## config.mk

```make
export PLATFORM = sky130hd
export DESIGN_NAME = correlator_sample_sched
export DESIGN_NICKNAME = d
export VERILOG_FILES = /design/src/rtl/correlator_pkg.sv /design/src/rtl/jitter_lfsr.sv /design/src/rtl/correlator_sample_sched.sv
export SDC_FILE = /design/constraint.sdc
export NUM_CORES = 1
export LEC_CHECK = 0
export CORE_UTILIZATION = 50
export CTS_BUF_LIST = sky130_fd_sc_hd__clkbuf_4 sky130_fd_sc_hd__clkbuf_8
export DETAILED_ROUTE_END_ITERATION = 10
export PLACE_DENSITY = 0.71
export SYNTH_ARGS = -nofsm -noshare
export SYNTH_HDL_FRONTEND = slang
export SYNTH_HIERARCHICAL = 1
export SYNTH_SLANG_ARGS = --single-unit
```

## constraint.sdc

```tcl
create_clock -name i_clk -period 3.6 [get_ports i_clk]
set_clock_uncertainty 0.1 [all_clocks]
set_input_delay 0.36 -clock i_clk [delete_from_list [all_inputs] [get_ports i_clk]]
set_output_delay 0.36 -clock i_clk [all_outputs]
set_load 0.005 [all_outputs]
```

## src/rtl/correlator_pkg.sv

```systemverilog
// Shared types and constants for the correlator sample scheduler.
package correlator_pkg;

  typedef enum logic [1:0] {
    IDLE     = 2'd0,
    SAMPLING = 2'd1,
    WAIT_ACK = 2'd2
  } state_e;

  // Galois taps for x^16 + x^14 + x^13 + x^11 + 1
  localparam logic [15:0] LFSR_TAPS = 16'hB400;

  function automatic int unsigned clamp_exp(input int unsigned v, input int unsigned mx);
    return (v > mx) ? mx : v;
  endfunction

endpackage

```

## src/rtl/jitter_lfsr.sv

```systemverilog
// 16-bit Galois LFSR supplying the pseudo-random sample jitter.
module jitter_lfsr
  import correlator_pkg::*;
#(
  parameter logic [15:0] SEED = 16'hACE1
) (
  input  logic        i_clk,
  input  logic        i_rst,
  input  logic        i_adv,
  output logic [15:0] o_state
);

  logic [15:0] lfsr_q, lfsr_d;

  always_comb begin
    lfsr_d = lfsr_q;
    if (i_adv) lfsr_d = {1'b0, lfsr_q[15:1]} ^ (lfsr_q[0] ? LFSR_TAPS : '0);
  end

  always_ff @(posedge i_clk) begin
    if (i_rst) lfsr_q <= SEED;
    else       lfsr_q <= lfsr_d;
  end

  assign o_state = lfsr_q;

endmodule

```

## src/rtl/correlator_sample_sched.sv

```systemverilog
// Sample strobe generator: jittered period, power-of-two windows, and
// result hand-off to the USB readout side.
module correlator_sample_sched
  import correlator_pkg::*;
#(
  parameter int unsigned MAX_WINDOW_LENGTH_EXP = 16,
  parameter int unsigned MAX_SAMPLE_PERIOD_EXP = 15,
  parameter int unsigned MAX_SAMPLE_JITTER_EXP = 8,
  parameter logic [15:0] LFSR_SEED             = 16'hACE1,
  localparam int unsigned WEXP_W = $clog2(MAX_WINDOW_LENGTH_EXP + 1),
  localparam int unsigned JEXP_W = $clog2(MAX_SAMPLE_JITTER_EXP + 1),
  localparam int unsigned CNT_W  = MAX_SAMPLE_PERIOD_EXP + 1
) (
  input  logic                             i_clk,
  input  logic                             i_rst,
  input  logic                             i_cg,
  input  logic                             i_cfgEnable,
  input  logic                             i_cfgOneShot,
  input  logic [WEXP_W-1:0]                i_cfgWindowLengthExp,
  input  logic [MAX_SAMPLE_PERIOD_EXP-1:0] i_cfgSamplePeriod,
  input  logic [JEXP_W-1:0]                i_cfgSampleJitterExp,
  input  logic                             i_ackWindow,
  output logic                             o_sampleStrobe,
  output logic                             o_windowStart,
  output logic                             o_windowEnd,
  output logic [MAX_WINDOW_LENGTH_EXP-1:0] o_windowIdx,
  output logic                             o_windowAbort,
  output logic                             o_resultValid,
  output logic                             o_busy
);

  localparam int unsigned MWL = MAX_WINDOW_LENGTH_EXP;
  localparam logic [MWL-1:0] IDX_ONES = '1;

  state_e                             state_q, state_d;
  logic [CNT_W-1:0]                   cnt_q, cnt_d;
  logic [MWL-1:0]                     idx_q, idx_d;
  logic [WEXP_W-1:0]                  w_q, w_d;
  logic [MAX_SAMPLE_PERIOD_EXP-1:0]   p_q, p_d;
  logic [JEXP_W-1:0]                  j_q, j_d;
  logic                               abort_q, abort_d;

  logic [15:0]      lfsr;
  logic [15:0]      jmask;
  logic [MWL-1:0]   last_idx;
  logic [CNT_W-1:0] p_eff, interval;
  logic             strobe_raw, start_win;

  jitter_lfsr #(.SEED(LFSR_SEED)) u_lfsr (
    .i_clk   (i_clk),
    .i_rst   (i_rst),
    .i_adv   (i_cg & strobe_raw),
    .o_state (lfsr)
  );

  always_comb begin
    strobe_raw = (state_q == SAMPLING) && (cnt_q == '0);
    last_idx   = ~(IDX_ONES << w_q);
    jmask      = ~(16'hFFFF << j_q);
    p_eff      = (p_q == '0) ? CNT_W'(1) : CNT_W'(p_q);
    interval   = p_eff + CNT_W'(lfsr & jmask);
  end

  always_comb begin
    state_d   = state_q;
    cnt_d     = cnt_q;
    idx_d     = idx_q;
    w_d       = w_q;
    p_d       = p_q;
    j_d       = j_q;
    abort_d   = abort_q;
    start_win = 1'b0;
    if (i_cg) begin
      abort_d = 1'b0;
      case (state_q)
        IDLE: if (i_cfgEnable) start_win = 1'b1;
        SAMPLING: begin
          // A window whose end strobe coincides with enable dropping is complete, not aborted.
          if (strobe_raw && idx_q == last_idx) begin
            idx_d   = '0;
            cnt_d   = '0;
            state_d = WAIT_ACK;
          end else if (!i_cfgEnable) begin
            idx_d   = '0;
            cnt_d   = '0;
            state_d = IDLE;
            abort_d = 1'b1;
          end else if (strobe_raw) begin
            cnt_d = interval - CNT_W'(1);
            idx_d = idx_q + MWL'(1);
          end else begin
            cnt_d = cnt_q - CNT_W'(1);
          end
        end
        WAIT_ACK: begin
          if (i_ackWindow) begin
            if (i_cfgEnable && !i_cfgOneShot) start_win = 1'b1;
            else                              state_d   = IDLE;
          end
        end
        default: state_d = IDLE;
      endcase
      if (start_win) begin
        state_d = SAMPLING;
        cnt_d   = '0;
        idx_d   = '0;
        w_d     = WEXP_W'(clamp_exp(32'(i_cfgWindowLengthExp), MAX_WINDOW_LENGTH_EXP));
        p_d     = i_cfgSamplePeriod;
        j_d     = JEXP_W'(clamp_exp(32'(i_cfgSampleJitterExp), MAX_SAMPLE_JITTER_EXP));
      end
    end
  end

  always_ff @(posedge i_clk) begin
    if (i_rst) begin
      state_q <= IDLE;
      cnt_q   <= '0;
      idx_q   <= '0;
      w_q     <= '0;
      p_q     <= '0;
      j_q     <= '0;
      abort_q <= 1'b0;
    end else begin
      state_q <= state_d;
      cnt_q   <= cnt_d;
      idx_q   <= idx_d;
      w_q     <= w_d;
      p_q     <= p_d;
      j_q     <= j_d;
      abort_q <= abort_d;
    end
  end

  // Pulses are masked while gated so a frozen cycle never repeats a strobe.
  assign o_sampleStrobe = i_cg & strobe_raw;
  assign o_windowStart  = o_sampleStrobe & (idx_q == '0);
  assign o_windowEnd    = o_sampleStrobe & (idx_q == last_idx);
  assign o_windowIdx    = idx_q;
  assign o_windowAbort  = i_cg & abort_q;
  assign o_resultValid  = (state_q == WAIT_ACK);
  assign o_busy         = (state_q != IDLE);

endmodule

```

# After elaboration in Yosys (flattened, before gate mapping)
# Index checks and enable logic that the tools add are counted.
[word_totals]
register_bits = 75
latchBits = 0
ram_bits = 0
mem_bits_ro = 0
input_bits = 30
out_inout_bits = 22
wordCells = 74
mem_count = 0
[classes]
add_sub_neg = 4
mul = 0
div = 0
n_lt_le_gt_ge = 2
n_eq_ne = 8
shift = 2
mux = 28
bitwise = 8
reduce_logical = 14
[op_table]
columns = ["op", "count"]
rows = [
  ["16-bit 2-to-1 mux", 11],
  ["16-bit logical NOT", 2],
  ["16-bit inverter", 2],
  ["16-bit by 1-bit subtractor with 16-bit output (second input constant)", 2],
  ["15-bit by 16-bit adder with 16-bit output", 1],
  ["16-bit by 1-bit adder with 16-bit output (second input constant)", 1],
  ["16-bit AND", 1],
  ["16-bit == test", 1],
  ["16-bit by 4-bit << shifter with 16-bit output (first input constant)", 1],
  ["16-bit by 5-bit << shifter with 16-bit output (first input constant)", 1],
  ["15-bit by 16-bit XOR with 16-bit output", 1],
  ["15-bit logical NOT", 1],
  ["15-bit 2-to-1 mux", 1],
  ["2-bit 2-to-1 mux", 5],
  ["1-bit 2-to-1 mux", 7],
  ["3-bit by 2-bit inequality test with 1-bit output (second input constant)", 2],
  ["2-bit one-hot mux with 3 select lines", 1],
  ["5-bit > comparator (second input constant)", 1],
  ["5-bit 2-to-1 mux", 1],
  ["5-bit AND reduction", 1],
  ["1-bit AND", 4],
  ["4-bit > comparator (second input constant)", 1],
  ["4-bit 2-to-1 mux", 1],
  ["4-bit by 1-bit inequality test with 1-bit output (second input constant)", 1],
  ["other kinds (11)", 15],
]

# Longest topological paths before layout
# Gate-level depths: netlist of the first run.
[depth]
ltp_word = 10
ltp_mapped = 13

# Hierarchy
# Netlist of the first run, hierarchy kept.
[modules_own_cells]
columns = ["mod", "instances", "cells_each", "area_each_um2", "seq_area_each_um2"]
rows = [
  ["correlator_sample_sched", 1, 660, 4760.8, 1181.1],
  ["jitter_lfsr", 1, 56, 629.4, 320.3],
]

# Worst setup path before layout of the first run
# No wires, ideal clock.
[synth_timing]
path_kind = "register to register"
from = "register j_q[0]"
to = "register cnt_q[15]"
setup_ps = 137
t_arrival_ps = 2846
slack_ps = 517
path_stages_with_launch = 14
path_buffers = 0
synth_period_minus_slack_ps = 3083
path_cell_list = "dfxtp_1 > or3_1 > o21ai_0 > ha_1 > inv_1 > ha_1 > fa_1 > a211oi_1 > o21ai_0 > a41oi_1 > a21oi_1 > a21oi_1 > mux2i_1 > a211oi_1"
[synth_between]
elab_chain_len = 10
[synth_rtl]
columns = ["item", "line", "rtl"]
rows = [
  ["start, declared", "correlator_sample_sched.sv:40", "logic [JEXP_W-1:0] j_q, j_d;"],
  ["start signal, assigned", "correlator_sample_sched.sv:129", "j_q <= j_d;"],
  ["16-bit by 4-bit << shifter with 16-bit output", "correlator_sample_sched.sv:59", "jmask = ~(16'hFFFF << j_q);"],
  ["16-bit inverter", "correlator_sample_sched.sv:59", ""],
  ["16-bit AND", "correlator_sample_sched.sv:61", "interval = p_eff + CNT_W'(lfsr & jmask);"],
  ["15-bit by 16-bit adder with 16-bit output", "correlator_sample_sched.sv:61", ""],
  ["16-bit by 1-bit subtractor with 16-bit output", "correlator_sample_sched.sv:89", "cnt_d = interval - CNT_W'(1);"],
  ["16-bit 2-to-1 mux", "correlator_sample_sched.sv:88", "end else if (strobe_raw) begin"],
  ["16-bit 2-to-1 mux", "correlator_sample_sched.sv:83", "end else if (!i_cfgEnable) begin"],
  ["16-bit 2-to-1 mux", "correlator_sample_sched.sv:79", "if (strobe_raw && idx_q == last_idx) begin"],
  ["16-bit 2-to-1 mux", "correlator_sample_sched.sv:75", "case (state_q)"],
  ["16-bit 2-to-1 mux", "correlator_sample_sched.sv:103", "if (start_win) begin"],
  ["end signal, assigned", "correlator_sample_sched.sv:125", "cnt_q <= cnt_d;"],
  ["end, declared", "correlator_sample_sched.sv:36", "logic [CNT_W-1:0] cnt_q, cnt_d;"],
]
# No other way between the ends. The select of a mux whose other input is x is not followed.
# A chain may end at the register's enable or synchronous reset.

# Worst setup path after layout of the first run
[layout_timing]
from = "register cnt_q[10]"
to = "output o_windowEnd"
[layout_between]
elab_chain_len = 4
[layout_rtl]
columns = ["item", "line", "rtl"]
rows = [
  ["16-bit logical NOT", "correlator_sample_sched.sv:57", "strobe_raw = (state_q == SAMPLING) && (cnt_q == '0);"],
  ["1-bit logical AND", "correlator_sample_sched.sv:57", ""],
  ["1-bit AND", "correlator_sample_sched.sv:135", "assign o_sampleStrobe = i_cg & strobe_raw;"],
  ["1-bit AND", "correlator_sample_sched.sv:137", "assign o_windowEnd = o_sampleStrobe & (idx_q == last_idx);"],
  ["end, declared", "correlator_sample_sched.sv:25", "output logic o_windowEnd,"],
]
# No other way between the ends.

==> results of run 1 <==
==> per-layer routing <==
layer / up-vias / GRT usage [%] / wire (um)
li1: 2639 / - / -
met1: 2512 / 36.4 / 6590
met2: 179 / 44.7 / 7080
met3: 24 / 4.21 / 840
met4: 0 / 8.53 / 332
met5: - / 0 / 0
==> critical path, delay by kind of cell (launching register included) <==
family,cells,cell delay (ns)
and+or+nand+nor,5,1.67
DFF,1,0.39
buffers and inverters,1,0.58
==> synth_stat cells (all sizes together), types with 9 or more instances <==
master / number
xnor2: 16
or4: 9
mux2i: 9
and3: 10
a21oi: 55
o21ai: 33
nor3: 24
buf: 16
inv: 56
nor2: 47
nor4: 17
dfxtp: 75
nand3b: 11
clkbuf: 27
nand3: 32
nand2: 97
ha: 32
nand4: 9
==> worst min path at each step <==
| stage | end | slack [ns] |
|---|---|---|
| 6_report | cnt_q[3]$_SDFFE_PP0P_ | 0.36 |
| 5_1_grt | cnt_q[3]$_SDFFE_PP0P_ | 0.37 |
| 4_1_cts | cnt_q[3]$_SDFFE_PP0P_ | 0.34 |
| 3_5_place_dp | abort_q$_SDFFE_PP0P_ | 0.35 |
| 3_3_place_gp | abort_q$_SDFFE_PP0P_ | 0.34 |
| 2_1_floorplan | abort_q$_SDFFE_PP0P_ | 0.33 |
==> metrics by stage <==
stage,hold slack [ns],std cells
2_1_floorplan,0.327,716
3_3_place_gp,0.344,873
3_5_place_dp,0.354,873
4_1_cts,0.342,889
5_1_grt,0.372,889
6_report,0.362,889
==> layout make-up <==
type	instances	area share [%]
multi-input combinational	542	56.2
sequential	75	24.3
inverter	56	3.39
clock buffer	9	2.00
clock inverter	7	1.62
tap	136	2.75
timing repair buffer	64	9.74
==> registers in the layout, indices dropped and copies added (netlist names) <==
| name | count |
|---|---|
| abort_q | 1 |
| w_q | 5 |
| u_lfsr/o_state | 16 |
| j_q | 4 |
| o_windowIdx | 16 |
| p_q | 15 |
| cnt_q | 16 |
| state_q | 2 |
==> report_power, final <==
| group | switching, mW | internal, mW |
|---|---|---|
| sequential | 0.0357 | 0.856 |
| combinational | 0.333 | 0.246 |
| clock | 0.360 | 0.397 |
==> repair_timing <==
action	CTS	global route
setup buffers	0	0
gates resized for setup	1	6
cloned	0	0
pin swaps	0	1
endpoints found under the setup margin	1	3
==> logic make-up (layout without fill, tap and decap cells) <==
logic type / Yosys count / after routing
flops: 75 / 75
compound gates: 169 / 169
simple gates: 310 / 310
fa+ha+maj: 33 / 33
buf+inv: 99 / 136
mux: 10 / 10
xor+xnor: 20 / 20
==> cells in the final DEF, fill, tap and decap left out, types with 3 or more instances in the layout <==
cell type                         netlist  routed
sky130_fd_sc_hd__nor2_1                46      46
sky130_fd_sc_hd__or4_1                  7       7
sky130_fd_sc_hd__a21oi_1               55      55
sky130_fd_sc_hd__nor4_1                15      13
sky130_fd_sc_hd__nand2b_1               7       7
sky130_fd_sc_hd__o21ai_0               31      31
sky130_fd_sc_hd__nor3b_1                4       4
sky130_fd_sc_hd__clkbuf_8               0       9
sky130_fd_sc_hd__o221ai_1               6       6
sky130_fd_sc_hd__inv_1                 56      56
sky130_fd_sc_hd__nand3b_1              11      11
sky130_fd_sc_hd__a211oi_1               5       4
sky130_fd_sc_hd__a21o_1                 4       4
sky130_fd_sc_hd__nor3_1                23      23
sky130_fd_sc_hd__a211o_1                6       6
sky130_fd_sc_hd__ha_1                  32      32
sky130_fd_sc_hd__a221oi_1               3       3
sky130_fd_sc_hd__xnor2_1               16      16
sky130_fd_sc_hd__buf_4                  1      13
sky130_fd_sc_hd__nor4b_1                4       4
sky130_fd_sc_hd__or2_2                  6       6
sky130_fd_sc_hd__nand3_1               32      32
sky130_fd_sc_hd__o2111ai_1              5       5
sky130_fd_sc_hd__nor2b_1                7       7
sky130_fd_sc_hd__nand2_1               97      97
sky130_fd_sc_hd__dfxtp_2                0       4
sky130_fd_sc_hd__mux2i_1                9       9
sky130_fd_sc_hd__and2b_2                3       3
sky130_fd_sc_hd__clkdlybuf4s50_1        0      50
sky130_fd_sc_hd__and3_1                10      10
sky130_fd_sc_hd__o41ai_1                4       4
sky130_fd_sc_hd__or3_1                  7       7
sky130_fd_sc_hd__o21a_1                 4       4
sky130_fd_sc_hd__nand4_1                9       9
sky130_fd_sc_hd__dfxtp_1               75      71
sky130_fd_sc_hd__xor2_1                 4       4
sky130_fd_sc_hd__and2_1                 6       6
sky130_fd_sc_hd__o211ai_1               8       8
sky130_fd_sc_hd__a31oi_1                5       5
==> results summary, run 1 <==
The worst path meets setup with 0.138 ns of slack. The slew at the pin closest to its max-slew limit came out at 0.779 ns. The longest clock path from root to sink contains 2 buffers.

The sequential share of the synthesized area is 27.9%. After legalization and detailed placement, the total HPWL measured 11000 um. The sequential standard cell area is ~0.0015 mm^2. Data arrives at the worst endpoint at 3.00 ns. The worst hold path belongs to the class in2reg. The initial antenna violation count is 0. The number of antenna-violating nets in the routed design came out at 0. The area of the die came out at about 0.011 mm^2. TritonCTS built the clock tree. The area added between synthesis and finish is 14.9%. The post-synthesis mux area share is around 1.9%.

The count of hold-fix buffers inserted at cts came out at 0. The power density over cell area came out at 360 mW/mm^2. The worst setup path is of the reg2out kind. The placeable core region is ~0.010 mm^2. The top-level I/O count came out at between 50 and 60.

The clock sink total is 75. The length of the first detailed-routing pass in iterations is 5. The post-synthesis instance area came out at ~0.0054 mm^2. The startpoint of the most critical setup path is cnt_q[10]$_SDFFE_PP0P_. From bottom edge to top edge, the die measures about 110 um.

The required time of the critical path came out at 3.14 ns. On the critical path, the stage with the largest delay is an instance of sky130_fd_sc_hd__or4_4. The placement row count came out at 37. The highest fanout seen on the critical path came out at 8. The overall fraction of global-route tracks in use came out at 27.2%.

The combined area of the multi-input logic cells came out at 0.00348 mm^2. The worst hold path begins at i_rst. After synthesis, the largest family of logic cells by area is simple AND/OR/NAND/NOR gates. The final standard cell utilization of the core came out at between 50% and 60%. A synthesized cell averages 7.53 um^2. The synthesized design devotes to its leading area cell type between 20% and 30% of total area. The number of warnings issued by yosys came out at 6. The relative slew slack came out at 48.1%. The startpoint of the lowest-slack register-to-register path is j_q[0]$_SDFFE_PP0P_.

The first-pass GRT wire length is 24500 um. Setup repair after global routing left no endpoint under its margin. The run finished with clean final reports. The kind of end point of the critical path is an output pin. The delay contributed by the slowest stage of the critical path came out at 0.60 ns. Setup violations remaining at the end of the flow were counted as 0. STA classifies the critical path startpoint as a register. In the synthesized netlist the dominant register cell turns out to be sky130_fd_sc_hd__dfxtp_1. The final routed DRC violation total came out at 0. The final instance area is 0.00619 mm^2.

The number of fill cells in the layout is 1000. Counting flops with a built-in enable in the synthesized netlist gives 0. The number of buffers added by the clock tree synthesis step is 9. The number of distinct library cells after synthesis is 79. The share of post-route cells with drive strength above 1 is 8.10%.

The post-detailed-routing wire length came out at 14800 um. The final total power is around 2.2 mW. The number of nets in the finished design came out at roughly 800. The synthesized instance count is 716. The overall via count from detail_route came out at ~5400. The effective utilization at floorplan is approximately half. The internal reg-to-reg setup slack came out at 0.29 ns. The buffer type at the clock tree root is sky130_fd_sc_hd__clkbuf_8. The final count of pins violating max slew came out at 0. At the end of routability-driven placement, the weighted congestion stood at 0.915. For the worst-skew pair, the clock arrives at the later sink with an insertion delay of around 0.36 ns.

From left edge to right edge, the die measures 106 um. Before CTS, the worst setup slack after placement is 0.223 ns. The number of antenna repair diodes is 0. The number of cells on the worst reg-to-reg path is 13. The H-tree depth came out at 3. The area share of fa/ha/maj cells after synthesis is 7.80%. Of all cell types, the one taking the most synthesized area is sky130_fd_sc_hd__dfxtp_1. The largest net degree at the start of global routing came out at 53. The tool flagged a number of max-cap violations equal to 0.

Traced cell by cell, the critical path runs through or4_4 > nor2_1 > nand3_1 > or2_1 > nor4_2 > clkdlybuf4s50_1. The synthesized netlist devotes 30.2% of its cell area to simple gates. The synthesized netlist devotes 21.1% of its cell area to compound gates. The proportion of register bits with asynchronous set or reset after synthesis is 0%. The post-synth net total came out at 779. The post-place instance area is 0.00595 mm^2. In this run the tool buffered the top-level ports with 51 buffer cells. The endpoint of the worst register-to-register path is cnt_q[15]$_SDFFE_PP0P_.

The hold violation count in the final report came to 0. The initial detailed-routing violation count is 388. The clock transition time at the flip-flop clock pins of the worst setup and hold paths is roughly 0.090 ns. The highest ir drop seen on vdd came out at 0.000275 V. By area the synthesized netlist is led by sky130_fd_sc_hd__dfxtp_1 (28%), sky130_fd_sc_hd__ha_1 (7.4%), sky130_fd_sc_hd__nand2_1 (6.8%). The global route total overflow is 0. After detailed routing, the number of vias per cell comes to between 6 and 7. In this run, synthesis produced a sequential element count of 75. The final-layout setup total negative slack is 0 ns.

The via count of the first global-routing pass came to 4976. The peak clock frequency supported by timing is about 290 MHz. The per-cell routed wire length came out at around 17 um. The worst hold path passes through 2 cells. The endpoint of the worst setup timing path is o_windowEnd. Counting I/O delays and the setup requirement, the final critical path takes 3.46 ns. The cell leakage power came out at about 2.3 nW. The parity-gate share of the synthesized area counting xor and xnor cells came out at 3.25%. Dividing the final minimum period by the clock period gives approximately 96%.
(Power assumes the default switching activity.)
==> inputs of run 2 (changes only) <==
--- a/config.mk
+++ b/config.mk
@@ -5,6 +5,7 @@
 export SDC_FILE = /design/constraint.sdc
 export NUM_CORES = 1
 export LEC_CHECK = 0
+export CAP_MARGIN = 20
 export CORE_UTILIZATION = 50
 export CTS_BUF_LIST = sky130_fd_sc_hd__clkbuf_4 sky130_fd_sc_hd__clkbuf_8
 export DETAILED_ROUTE_END_ITERATION = 10
==> results of run 2 <==
No change in the layout: final DEF, timing and power equal those of run 1.
==> inputs of run 3 (changes only) <==
==> constraint.sdc (replaced) <==
create_clock -name i_clk -period 4.3 [get_ports i_clk]
set_clock_uncertainty 0.1 [all_clocks]
set_input_delay 0.43 -clock i_clk [delete_from_list [all_inputs] [get_ports i_clk]]
set_output_delay 0.43 -clock i_clk [all_outputs]
set_load 0.005 [all_outputs]
==> run 3 against run 2 <==
Clock power down 27%. Global-route usage up 0.12 points. Hold slack worse by 0.00055 ns. Utilization down 0.95 points. Flip-flop and latch count unchanged. Via count down 1.9%.
==> results summary, run 3 (synthesis results as in run 1) <==
The first-pass GRT wire length came out at approximately 25000 um. In this run, placement finished with an instance count of between 800 and 900. The endpoint of the worst register-to-register path is cnt_q[15]$_SDFFE_PP0P_. The internal reg-to-reg setup slack is 0.81 ns. The die is about 110 um wide. The detailed router placed 5252 vias in this run. The post-detailed-routing wire length is roughly 15000 um. The vertical die dimension came out at 106 um. The top-level I/O count came out at 52. The post-cts resize count is 0. The worst-case IR drop observed on VDD is 0.000185 V. The startpoint of the lowest-slack register-to-register path is j_q[1]$_SDFFE_PP0P_.

The share of total power dissipated in sequential elements is 42.2%. The source of the worst hold timing path is cnt_q[1]$_SDFFE_PP0P_. The share of post-route cells with drive strength above 1 is 6.30%. The hold slack is 0.362 ns.

The area added between synthesis and finish came out at 13.0%. The required time of the critical path is 3.77 ns. Global routing used 27.3% of the available tracks across all layers. The global route total overflow is 0. The final weighted congestion in routability-driven placement is 0.949. The critical path is of the reg2out type. The largest net degree at the start of global routing is 42. The effective utilization at floorplan is 52.0%.

For the final routed database, the setup TNS stands at 0 ns. In the routed layout, each cell is associated on average with a via count of 5.95. The per-cell routed wire length is between 15 and 20 um. Setup repair after global routing left no endpoint under its margin.

The number of cells on the worst reg-to-reg path is 13. The via count of the first global-routing pass is just under 5000. The clock sink total is 75. The final count of pins violating max slew came out at 0. The tree is rooted in a sky130_fd_sc_hd__clkbuf_8. The count of port buffers added during placement is about 50. Leaving out filler cells and counting taps, the final layout contains 882. The number of buffers on the longest clock path came out at 2.

The placeable core region came out at 0.0104 mm^2. The number of antenna repair diodes came out at 0. The placement row count is 37.

The clock period minus final worst setup slack came out at approximately 3.8 ns. The number of setup buffers added after CTS is 0. The signal arrival time at the worst endpoint came out at 3.25 ns. The internal portion of the total power is 1.14 mW. The initial antenna violation count is 0. The number of fill cells in the layout came out at 983. The final total power is 1.78 mW.

The switching power share of the total came out at 35.6%. The flow ran to the end, and the final reports show no timing, DRC or antenna violations. Leaving out fill and tap cells, the most frequent cells in the layout are sky130_fd_sc_hd__nand2_1 (97), sky130_fd_sc_hd__dfxtp_1 (75), sky130_fd_sc_hd__inv_1 (56), sky130_fd_sc_hd__a21oi_1 (55), sky130_fd_sc_hd__clkdlybuf4s50_1 (50). The first routing iteration left 324 violations.

The net switching power of the design is 0.632 mW. The area of the die is 0.0112 mm^2. Buffers inserted during clock tree synthesis total 9.

The combinational power share is a little over a quarter. The CTS tree is built. Derived from the worst setup path, the maximum achievable clock frequency is 265 MHz. The power density over cell area is ~290 mW/mm^2. In the finished design, the share of the clock period the worst path needs comes to 87.8%. The clock transition time at the flip-flop clock pins of the worst setup and hold paths is 0.09 ns. The critical path launch point type is a register.

The slew at the pin closest to its max-slew limit came out at 0.808 ns. The final-report setup violation count is 0. The number of nets in the finished design came out at 804. The library cell used most frequently in the layout, excluding fill and tap cells, is sky130_fd_sc_hd__nand2_1.

After clock tree synthesis, the flow added hold-fix buffers numbering 0. The worst setup path is captured at an output pin. The relative slew slack is a little under half. The clock network latency to the later pin of the worst-skew pair is 0.36 ns. The worst hold path depth is 2. The classification of the worst-slack hold path is reg2reg.

Per report_power, the clock group accounts for 31.2% of the total. The max-cap violation count came out at 0. The endpoint of the worst hold-timing path is cnt_q[1]$_SDFFE_PP0P_.

For this run, design rule violations remaining after detail routing come to 0. The hold violation count in the final report is 0. The placed wire-length estimate came out at 11000 um.

Of all nets on the critical path, the largest fanout is 24. The number of antenna-violating nets in the routed design is 0. The cell leakage power is ~2.2 nW.

Before antenna repair, the detailed router went through 5 iterations. The H-tree depth is 3.
[run 3: changes by cell type in the layout (fill, tap and decap cells not counted), sizes merged]
cell	delta
inv	+3
bufinv	-2
buf	-7
clkinv	-1
[run 3: worst max path at each step]
stage / from / endpoint
final: w_q[4]$_SDFFE_PP0P_ / o_windowEnd
after global routing: w_q[4]$_SDFFE_PP0P_ / o_windowEnd
after CTS: w_q[4]$_SDFFE_PP0P_ / o_windowEnd
after detailed placement: j_q[1]$_SDFFE_PP0P_ / cnt_q[15]$_SDFFE_PP0P_
after global placement: j_q[1]$_SDFFE_PP0P_ / cnt_q[15]$_SDFFE_PP0P_
after floorplan: j_q[0]$_SDFFE_PP0P_ / cnt_q[15]$_SDFFE_PP0P_
[run 3: power groups by stage]
stage | Clock, mW | Sequential [mW] | Combinational [mW]
floorplan | 0 | 0.749 | 0.357
global placement | 0 | 0.763 | 0.455
detailed placement | 0 | 0.765 | 0.462
CTS | 0.565 | 0.748 | 0.466
global route | 0.597 | 0.753 | 0.524
finish | 0.554 | 0.749 | 0.473
[run 3: cell type report]
type | count | area (um^2) | share of cell area, %
multi-input combinational | 542 | 3460 | 56.8
sequential | 75 | 1500 | 24.6
timing repair buffer | 57 | 551 | 9.03
inverter | 56 | 210 | 3.45
tap | 136 | 170 | 2.79
clock buffer | 9 | 124 | 2.03
clock inverter | 7 | 76.3 | 1.25
[run 3: critical path, cell delays in order, from the launching register on]
cell and delay, ns:
sky130_fd_sc_hd__dfxtp_1 0.82, sky130_fd_sc_hd__nor2_1 0.29, sky130_fd_sc_hd__o21ai_0 0.25, sky130_fd_sc_hd__nand4b_1 0.22, sky130_fd_sc_hd__or2_1 0.32, sky130_fd_sc_hd__nor4_1 0.39, sky130_fd_sc_hd__clkdlybuf4s50_1 0.60
[run 3: per-stage QoR]
step	util (%)	setup WS, ns	cell area, um^2
CTS	58.8	0.571	6090
detailed placement	56.8	0.859	5890
floorplan	-	1.22	5390
global placement	56.8	1.00	5890
global route	58.8	0.265	6090
finish	58.8	0.525	6090
[run 3: routing by layer]
metal,track usage [%],wire length (um),share of wire [%]
met1,35.2,6560,45
met2,47.0,7000,48
met3,4.82,905,6.1
met4,6.45,254,1.7
met5,0,0,0
